==> config.mk <==
export PLATFORM = sky130hd
export DESIGN_NAME = pipeline_hazard_ctrl
export DESIGN_NICKNAME = d
export VERILOG_FILES = /design/src/rtl/pipeline_hazard_ctrl.sv
export SDC_FILE = /design/constraint.sdc
export NUM_CORES = 1
export LEC_CHECK = 0
export ABC_AREA = 1
export CORE_MARGIN = 2
export CORE_UTILIZATION = 40
export CTS_CLUSTER_DIAMETER = 80
export CTS_CLUSTER_SIZE = 16
export DETAILED_ROUTE_END_ITERATION = 8
export PLACE_DENSITY_LB_ADDON = 0.3
export SLEW_MARGIN = 20
export SYNTH_ARGS = -nofsm -noshare
export SYNTH_HDL_FRONTEND = slang
export SYNTH_SLANG_ARGS = --single-unit
==> constraint.sdc <==
create_clock -name clk -period 2.2 [get_ports clk]
set_clock_uncertainty 0.05 [all_clocks]
set_input_delay 0.44 -clock clk [delete_from_list [all_inputs] [get_ports clk]]
set_output_delay 0.44 -clock clk [all_outputs]
set_load 0.03 [all_outputs]
==> src/rtl/pipeline_hazard_ctrl.sv <==
// Hazard scheduler for a 5-stage pipeline: shadow scoreboard of E/M/W plus forwarding and stall/flush control.
// Define HAZARD_PERF_CNT_EN to add the saturating stall_cycles / flush_events counters.
module pipeline_hazard_ctrl #(
  parameter int REG_ADDR_W = 5,
  parameter int CNT_W      = 32
) (
  input  logic                  clk,
  input  logic                  reset,
  input  logic                  valid_d,
  input  logic [REG_ADDR_W-1:0] rs1_d,
  input  logic [REG_ADDR_W-1:0] rs2_d,
  input  logic [REG_ADDR_W-1:0] rd_d,
  input  logic                  reg_write_d,
  input  logic [1:0]            result_src_d,
  input  logic                  mem_access_d,
  input  logic                  pc_src_e,
  input  logic                  dmem_ready,
  output logic [1:0]            forward_a_e,
  output logic [1:0]            forward_b_e,
  output logic                  stall_f,
  output logic                  stall_d,
  output logic                  stall_e,
  output logic                  stall_m,
  output logic                  flush_d,
  output logic                  flush_e,
  output logic                  flush_w
`ifdef HAZARD_PERF_CNT_EN
  ,
  output logic [CNT_W-1:0]      stall_cycles,
  output logic [CNT_W-1:0]      flush_events
`endif
);

  logic [REG_ADDR_W-1:0] rs1_e_q, rs1_e_d;
  logic [REG_ADDR_W-1:0] rs2_e_q, rs2_e_d;
  logic [REG_ADDR_W-1:0] rd_e_q, rd_e_d;
  logic                  reg_write_e_q, reg_write_e_d;
  logic                  is_load_e_q, is_load_e_d;
  logic                  mem_access_e_q, mem_access_e_d;

  logic [REG_ADDR_W-1:0] rd_m_q, rd_m_d;
  logic                  reg_write_m_q, reg_write_m_d;
  logic                  mem_access_m_q, mem_access_m_d;

  logic [REG_ADDR_W-1:0] rd_w_q, rd_w_d;
  logic                  reg_write_w_q, reg_write_w_d;

  logic mem_stall;
  logic lw_stall;

  // Source x0 never forwards; M beats W because it holds the younger result.
  function automatic logic [1:0] fwd_select(
    input logic [REG_ADDR_W-1:0] rs,
    input logic [REG_ADDR_W-1:0] rd_m,
    input logic                  rw_m,
    input logic [REG_ADDR_W-1:0] rd_w,
    input logic                  rw_w
  );
    logic [1:0] sel;
    sel = 2'b00;
    if (rs != '0) begin
      if (rw_m && (rd_m == rs)) begin
        sel = 2'b10;
      end else if (rw_w && (rd_w == rs)) begin
        sel = 2'b01;
      end
    end
    return sel;
  endfunction

  always_comb begin
    forward_a_e = fwd_select(rs1_e_q, rd_m_q, reg_write_m_q, rd_w_q, reg_write_w_q);
    forward_b_e = fwd_select(rs2_e_q, rd_m_q, reg_write_m_q, rd_w_q, reg_write_w_q);
  end

  always_comb begin
    mem_stall = mem_access_m_q & ~dmem_ready;
    lw_stall  = is_load_e_q & valid_d & (rd_e_q != '0) &
                ((rd_e_q == rs1_d) | (rd_e_q == rs2_d));
  end

  // A pending memory wait freezes everything, so a taken branch waits in E until it clears.
  always_comb begin
    stall_f = 1'b0;
    stall_d = 1'b0;
    stall_e = 1'b0;
    stall_m = 1'b0;
    flush_d = 1'b0;
    flush_e = 1'b0;
    flush_w = 1'b0;
    if (mem_stall) begin
      stall_f = 1'b1;
      stall_d = 1'b1;
      stall_e = 1'b1;
      stall_m = 1'b1;
      flush_w = 1'b1;
    end else if (pc_src_e) begin
      flush_d = 1'b1;
      flush_e = 1'b1;
    end else if (lw_stall) begin
      stall_f = 1'b1;
      stall_d = 1'b1;
      flush_e = 1'b1;
    end
  end

  always_comb begin
    rs1_e_d        = rs1_e_q;
    rs2_e_d        = rs2_e_q;
    rd_e_d         = rd_e_q;
    reg_write_e_d  = reg_write_e_q;
    is_load_e_d    = is_load_e_q;
    mem_access_e_d = mem_access_e_q;
    if (flush_e) begin
      rs1_e_d        = '0;
      rs2_e_d        = '0;
      rd_e_d         = '0;
      reg_write_e_d  = 1'b0;
      is_load_e_d    = 1'b0;
      mem_access_e_d = 1'b0;
    end else if (!stall_e) begin
      // An invalid D slot enters E as a bubble.
      rs1_e_d        = valid_d ? rs1_d : '0;
      rs2_e_d        = valid_d ? rs2_d : '0;
      rd_e_d         = valid_d ? rd_d : '0;
      reg_write_e_d  = valid_d & reg_write_d;
      is_load_e_d    = valid_d & (result_src_d == 2'b01);
      mem_access_e_d = valid_d & mem_access_d;
    end
  end

  always_comb begin
    rd_m_d         = rd_m_q;
    reg_write_m_d  = reg_write_m_q;
    mem_access_m_d = mem_access_m_q;
    if (!stall_m) begin
      rd_m_d         = rd_e_q;
      reg_write_m_d  = reg_write_e_q;
      mem_access_m_d = mem_access_e_q;
    end
  end

  always_comb begin
    rd_w_d        = rd_m_q;
    reg_write_w_d = reg_write_m_q;
    if (flush_w) begin
      rd_w_d        = '0;
      reg_write_w_d = 1'b0;
    end
  end

  always_ff @(posedge clk or posedge reset) begin
    if (reset) begin
      rs1_e_q        <= '0;
      rs2_e_q        <= '0;
      rd_e_q         <= '0;
      reg_write_e_q  <= 1'b0;
      is_load_e_q    <= 1'b0;
      mem_access_e_q <= 1'b0;
      rd_m_q         <= '0;
      reg_write_m_q  <= 1'b0;
      mem_access_m_q <= 1'b0;
      rd_w_q         <= '0;
      reg_write_w_q  <= 1'b0;
    end else begin
      rs1_e_q        <= rs1_e_d;
      rs2_e_q        <= rs2_e_d;
      rd_e_q         <= rd_e_d;
      reg_write_e_q  <= reg_write_e_d;
      is_load_e_q    <= is_load_e_d;
      mem_access_e_q <= mem_access_e_d;
      rd_m_q         <= rd_m_d;
      reg_write_m_q  <= reg_write_m_d;
      mem_access_m_q <= mem_access_m_d;
      rd_w_q         <= rd_w_d;
      reg_write_w_q  <= reg_write_w_d;
    end
  end

`ifdef HAZARD_PERF_CNT_EN
  logic [CNT_W-1:0] stall_cycles_q, stall_cycles_d;
  logic [CNT_W-1:0] flush_events_q, flush_events_d;

  // Both counters stick at all-ones instead of wrapping.
  always_comb begin
    stall_cycles_d = stall_cycles_q;
    flush_events_d = flush_events_q;
    if (stall_f && (stall_cycles_q != '1)) begin
      stall_cycles_d = stall_cycles_q + 1'b1;
    end
    if (flush_d && (flush_events_q != '1)) begin
      flush_events_d = flush_events_q + 1'b1;
    end
  end

  always_ff @(posedge clk or posedge reset) begin
    if (reset) begin
      stall_cycles_q <= '0;
      flush_events_q <= '0;
    end else begin
      stall_cycles_q <= stall_cycles_d;
      flush_events_q <= flush_events_d;
    end
  end

  assign stall_cycles = stall_cycles_q;
  assign flush_events = flush_events_q;
`endif

endmodule

==> impl_results.md, run 1 <==
- Port-buffer cells: 34
- Switching power of the nets: 0.000406 W
- Relative slew slack: 0.696
- Worst-path fanout max: 4
- Crit path launch type: primary input
- Initial drt markers: 121
- Fin crit period: 2140 ps
- Die width: 72.6 um
- CP Data Required Time: 1710 ps
- Met2 Use GR: 0.314
- Cell count after synthesis: 272
- Hold_sp: mem_access_e_q$_DFFE_PP0P_
- Busiest metal layer after global routing: met2
- Post-DP HPWL: 3250 um
- Power Density: 587 mW/mm2
- Hold path cells: 1
- Combinational power share: 0.206
- Synthesis-stage register bit count: 31
- Final ANT Viol Nets: 0
- Num CTS Buffers: 5
- Number of global-route vias before repair: 1671
- Hold Vio Cnt, Final: 0
- Reg power frac: 0.449
- Antenna cells: 0
- Layout cells sized above 1: 0.161
- Drc violations: 0
- Top cells by area, synth: dfrtp_1 (41%), nand2_1 (18%), nor2_1 (8.2%)
- Share of Yosys cell area claimed by the top area cell type: 0.412
- CP peak stage delay: 490 ps
- Pwr Total: 0.00142 W
- DR WL/cell: 11.9 um
- Yosys warning count: 0
- CTS tree: done
- GPL Wtd Cong: 0.883
- CP cell instances: clkdlybuf4s50_1, xnor2_1, nand3_1, nand2_2, nand2_4, o21ai_4, buf_6
- Flop-to-flop setup slack: 570 ps
- All-layer global routing usage: 0.185
- Post-Syn Area: 0.00188 mm2
- Worst Hold End: mem_access_m_q$_DFFE_PP0N_
- CP endpoint kind: output port
- Clk sink count: 31
- Least-Margin Pin Slew: 455 ps
- Nets@finish: 340
- Detailed Route WL: 4400 um
- Seq/Total Area, Yosys: 0.412
- Met3 Use GR: 0.0414
- R2R depth: 9
- Clock power frac: 0.345
- Total grt overflow: 0
- Crit-path slowest cell: clkdlybuf4s50_1
- Peak supply drop: 311 uV
- Hold Slack: 415 ps
- Die area: 0.00528 mm2
- Clock root buffer master: clkbuf_8
- Initial Util: 0.424
- Row cnt: 24
- IO Pins: 35
- Status: finished, final reports clean
- GR Util met1: 0.235
- Non-Filler Instances: 369
- Final period util: 0.972
- Initial DRT Pass Iterations: 4
- Switching share of power: 0.285
- Leak pwr: 1.27 nW
- Vias/cell: 4.80
- Buf+Inv Stages, Crit Path: 2
- H-tree levels: 2
- Reg-to-Reg Start: rd_e_q[2]$_DFFE_PP0P_
- Longest Clk Path Bufs: 2
- Initial antenna violation count: 0
- Pin count of the biggest net entering global routing: 45
- Worst-path clk slew: 60 ps
- Crit-path leading delay family: buffers and inverters
- Internal power: 0.00102 W
- Post-Syn Area per Cell: 6.93 um2
- Max-cap check violation count: 0
- Worst Path Arrival: 1650 ps
- Max Clk Rate: 468 MHz
- Final setup fails: 0
- Worst-Skew Late Latency: 280 ps
- Chip height: 72.6 um
- Netlist cell types: 24
- Critical R2R Capture: rd_e_q[1]$_DFFE_PP0P_
- Syn-to-layout area delta: 28.7%
- Total number of vias: 1773
- Number of hold buffers added after CTS: 0
- Core box area: 0.00444 mm2
- Post-Syn Nets: 296
- Max-slew violations: 0
- WS Path Type: primary input to output port
- Placed insts: 360
- Worst min path class: flip-flop to flip-flop
- First-pass GRT wire length: 7610 um
- Yosys top cell by area: dfrtp_1
==> stage by stage <==
step                      setup WS [ps]  cell area [um2]  utilization  setup TNS [ps]
final                              62.4             2420        0.546               0
after detailed placement           -140             2310        0.519            -387
after CTS                          5.30             2420        0.544               0
after global routing              -6.21             2420        0.546           -9.97
after global placement             -160             2310        0.519            -434
after floorplan                     185             1880            -               0
==> power groups by stage <==
stage                     combinational, W  clock (W)  sequential [W]
final                             0.000293   0.000491        0.000639
after floorplan                   0.000188          0        0.000638
after global placement            0.000292          0        0.000647
after detailed placement          0.000294          0        0.000648
after global routing              0.000333   0.000531        0.000643
after CTS                         0.000292   0.000501        0.000639
==> state kept, by name, indices dropped and copies added (netlist names) <==
name            cells
rd_m_q              5
rs1_e_q             5
rd_w_q              5
reg_write_m_q       1
mem_access_m_q      1
mem_access_e_q      1
reg_write_w_q       1
reg_write_e_q       1
is_load_e_q         1
rd_e_q              5
rs2_e_q             5
==> how the worst max path moves through the flow <==
| stage | from | end | slack [ps] | depth (start not counted) |
|---|---|---|---|---|
| after floorplan | rs2_d[4] | stall_f | 190 | 10 |
| after global placement | rs2_d[4] | stall_d | -160 | 10 |
| after detailed placement | rs2_d[4] | stall_f | -140 | 10 |
| after CTS | rs2_d[3] | stall_d | 5 | 7 |
| after global routing | rs2_d[3] | stall_d | -6 | 7 |
| final | rs2_d[3] | stall_d | 60 | 7 |
==> cells in the mapped netlist <==
cell type,n
nand2_2,1
nand2_1,88
buf_6,2
buf_2,3
buf_4,5
a21oi_4,1
nor4_1,2
o21ai_2,1
nor3b_1,1
clkbuf_1,3
o2111ai_1,4
nor2_1,41
nand3_1,21
a211oi_1,1
inv_2,3
nand3_2,3
o22ai_1,1
a21oi_1,4
o21ai_0,12
inv_1,32
or2_2,1
nor3_1,3
dfrtp_1,31
xnor2_1,8
==> layout by cell type (no fill, tap or decap), types with 2 or more instances in the layout <==
cell and count:
o2111ai_1 4, clkbuf_8 7, clkbuf_2 4, xnor2_1 7, buf_4 21, nor2_1 38, dfrtp_1 30, inv_1 32
o21ai_0 12, nand2_1 87, nor2_2 2, nand3_2 3, nand3_1 21, clkdlybuf4s50_1 14, buf_6 2, dlygate4sd2_1 9
inv_2 3, a21oi_1 4, nor3_1 3
==> per-layer routing <==
metal  vias to the layer above  share of wire
met5                         -              0
met4                         0          0.012
met3                         7          0.043
met2                        41           0.49
met1                       795           0.46
li1                        930              -
==> logic make-up (layout without fill, tap and decap cells) <==
logic type	count (synthesis)	after routing	share of synthesized area
AND/OR/NAND/NOR	161	161	0.354
buffers and inverters	48	93	0.116
flip-flops	31	31	0.412
AO/OA/AOI/OAI	24	24	0.0817
XOR/XNOR	8	8	0.0372
==> cell type report <==
cell class	instances	area [um2]
fill	460	2020
multi-input combinational	193	932
sequential	31	777
timing repair buffer	50	419
inverter	35	131
clock buffer	8	100
tap	52	65.1
==> repair_timing <==
action                                  4_1_cts  5_1_grt
endpoints found under the setup margin        7        6
resized for setup                            19       14
setup buffers                                 1        0
pin swaps                                     9        2
Note: power is estimated with default switching activity, not from simulation.
==> inputs of run 2 (changes only) <==
--- a/config.mk
+++ b/config.mk
@@ -6,6 +6,8 @@
 export NUM_CORES = 1
 export LEC_CHECK = 0
 export ABC_AREA = 1
+export CELL_PAD_IN_SITES_DETAIL_PLACEMENT = 1
+export CELL_PAD_IN_SITES_GLOBAL_PLACEMENT = 1
 export CORE_MARGIN = 2
 export CORE_UTILIZATION = 40
 export CTS_CLUSTER_DIAMETER = 80
==> run 2 against run 1 <==
Sequential share of layout area decreased by 0.34 points. First-iteration DRC count decreased by 58%. Sequential cell count stayed put. Clock power shrank 6.3%. Global-route usage rose by 4.8 points. Combinational power is 8.5% higher. Power is 0.13% lower. Maximum frequency is 2.5% lower. Routed wire length is 29% higher. Die area stayed put. Critical path depth increased by 3. Register-to-register slack worse by 210 ps.
==> impl_results.md, run 2 (same netlist as run 1, synthesis figures left out) <==
- Status: finished, final reports clean
- CP cell instances: dlygate4sd2_1, inv_1, nand2_1, nand2_1, nor2_2, nand3_1, nand2_1, nand2_2, o21ai_4, buf_6
- Initial Util: 0.424 (unchanged)
- Hold Vio Cnt, Final: 0 (unchanged)
- Pin count of the biggest net entering global routing: 32 (-29%)
- CP peak stage delay: 250 ps (-240 ps)
- Critical R2R Capture: rs1_e_q[3]$_DFFE_PP0P_
- Placement Cell Area: 0.00231 mm2 (unchanged)
- Max-cap check violation count: 0 (unchanged)
- Max Clk Rate: 456 MHz (-2.5%)
- Die area: 0.00528 mm2 (unchanged)
- Layout cells sized above 1: 0.197 (+0.0366)
- CP endpoint kind: output port
- Relative slew slack: 0.732 (+0.0358)
- Total number of vias: 1910 (+7.7%)
- Crit-path leading delay family: simple AND/OR/NAND/NOR gates
- Worst-path clk slew: 60 ps (about the same)
- Antenna cells: 0 (unchanged)
- Peak supply drop: 298 uV (-4.3%)
- Post-route cell area: 0.00246 mm2 (+1.5%)
- Flop-to-flop setup slack: 360 ps (-210 ps)
- Least-Margin Pin Slew: 402 ps (-53.2 ps)
- Hold_sp: mem_access_e_q$_DFFE_PP0P_
- Port-buffer cells: 34 (unchanged)
- Clk sink count: 31 (unchanged)
- Vias/cell: 5.15 (+7.1%)
- Reg-to-Reg Start: rd_e_q[3]$_DFFE_PP0P_
- Placed insts: 360 (unchanged)
- Syn-to-layout area delta: 30.7%
- Detailed Route WL: 5670 um (+29%)
- Number of hold buffers added after CTS: 0 (unchanged)
- Crit path launch type: primary input
- Most common cell after layout, fill and taps aside: nand2_1
- Final setup fails: 0 (unchanged)
- Worst-path fanout max: 3 (-1)
- Hold Slack: 448 ps (+32.7 ps)
- Worst-Skew Late Latency: 280 ps (about the same)
- Total grt overflow: 0 (unchanged)
- DR WL/cell: 15.3 um (+28%)
- First-pass GRT wire length: 9410 um (+24%)
- Number of global-route vias before repair: 1939 (+16%)
- Drc violations: 0 (unchanged)
- CP Data Required Time: 1710 ps (about the same)
- Chip height: 72.6 um (unchanged)
- Hold path cells: 2 (+1)
- Power Density: 577 mW/mm2 (-1.7%)
- All-layer global routing usage: 0.233 (+0.0476)
- Worst Path Arrival: 1700 ps (+50 ps)
- CTS tree: done
- Core box area: 0.00444 mm2 (unchanged)
- Buf+Inv Stages, Crit Path: 3 (+1)
- Fin crit period: 2190 ps (+55.4 ps)
- Nets@finish: 343 (+0.88%)
- Worst setup path end: stall_d
- R2R depth: 11 (+2)
- Initial drt markers: 51 (-58%)
- IO Pins: 35 (unchanged)
- GPL Wtd Cong: 0.866 (-1.9%)
- WP depth: 10 (+3)
- Initial antenna violation count: 0 (unchanged)
- Critical Path Source: rs1_d[1]
- Cell repeated most along the worst path: nand2_1
- Worst min path class: flip-flop to flip-flop
- Most frequent cells in the layout: nand2_1 (85), nor2_1 (37), inv_1 (31)
- Die width: 72.6 um (unchanged)
- Non-Filler Instances: 371 (+0.54%)
- Initial DRT Pass Iterations: 4 (unchanged)
- Max-slew violations: 0 (unchanged)
- Final ANT Viol Nets: 0 (unchanged)
- Longest Clk Path Bufs: 2 (unchanged)
- Clock root buffer master: clkbuf_8
- Leak pwr: 1.28 nW (+0.65%)
- Row cnt: 24 (unchanged)
- Final period util: 0.997 (+0.0252)
- WS Path Type: primary input to output port
- Crit-path slowest cell: dlygate4sd2_1
- Num CTS Buffers: 5 (unchanged)
- Post-DP HPWL: 3970 um (+22%)
- H-tree levels: 2 (unchanged)
## run 2: cell types whose count changed in the layout (fill, tap and decap cells not counted), sizes merged
cell	previous run	this run
clkbuf	12	8
clkinv	0	1
buf	23	28
clkdlybuf4s50	14	13
dlymetal6s2s	0	1
## run 2: worst min path at each step
stage / to / slack, ps
final: mem_access_e_q$_DFFE_PP0P_ / 450
after global routing: is_load_e_q$_DFFE_PP0P_ / 470
after global placement: mem_access_m_q$_DFFE_PP0N_ / 400
after floorplan: mem_access_m_q$_DFFE_PP0N_ / 390
after CTS: mem_access_e_q$_DFFE_PP0P_ / 440
after detailed placement: mem_access_e_q$_DFFE_PP0P_ / 420
## run 2: layer usage
metal / GRT usage / routed length [um]
met1: 0.300 / 2460
met5: 0 / 0
met4: 0.0638 / 76
met2: 0.404 / 2960
met3: 0.0387 / 172
## run 2: repair_timing
action | CTS | global route
endpoints found under the hold margin | 0 | 0
buffers inserted | 1 | 3
resized for setup | 24 | 23
pin swaps | 8 | 7
endpoints found under the setup margin | 7 | 7
## run 2: report_power, final
group          internal, W  switching [W]
Sequential        0.000604      0.0000391
Combinational     0.000137       0.000181
Clock             0.000245       0.000215
Total             0.000986       0.000435
## run 2: cell type report
| type | count | area [um2] |
|---|---|---|
| timing repair buffer | 53 | 444 |
| clock buffer | 6 | 82.6 |
| sequential | 31 | 781 |
| tap | 52 | 65.1 |
| clock inverter | 1 | 5.00 |
| multi-input combinational | 193 | 953 |
| inverter | 35 | 131 |
| fill | 599 | 1980 |
## run 2: per-stage QoR
stage / setup TNS, ps / util / total power [W] / worst slack [ps]
finish: 0 / 0.554 / 0.00142 / 7.02
global route: -133 / 0.554 / 0.00150 / -55.3
CTS: 0 / 0.543 / 0.00141 / 0.321
detailed placement: -354 / 0.519 / 0.000953 / -119
global placement: -255 / 0.519 / 0.000942 / -91.0
floorplan: 0 / - / 0.000826 / 185
## run 2: worst min-delay path: cells and delay by family, from the launching register on
| kind | cells | cell delay [ps] |
|---|---|---|
| and+or+nand+nor | 2 | 120 |
| DFF | 1 | 350 |
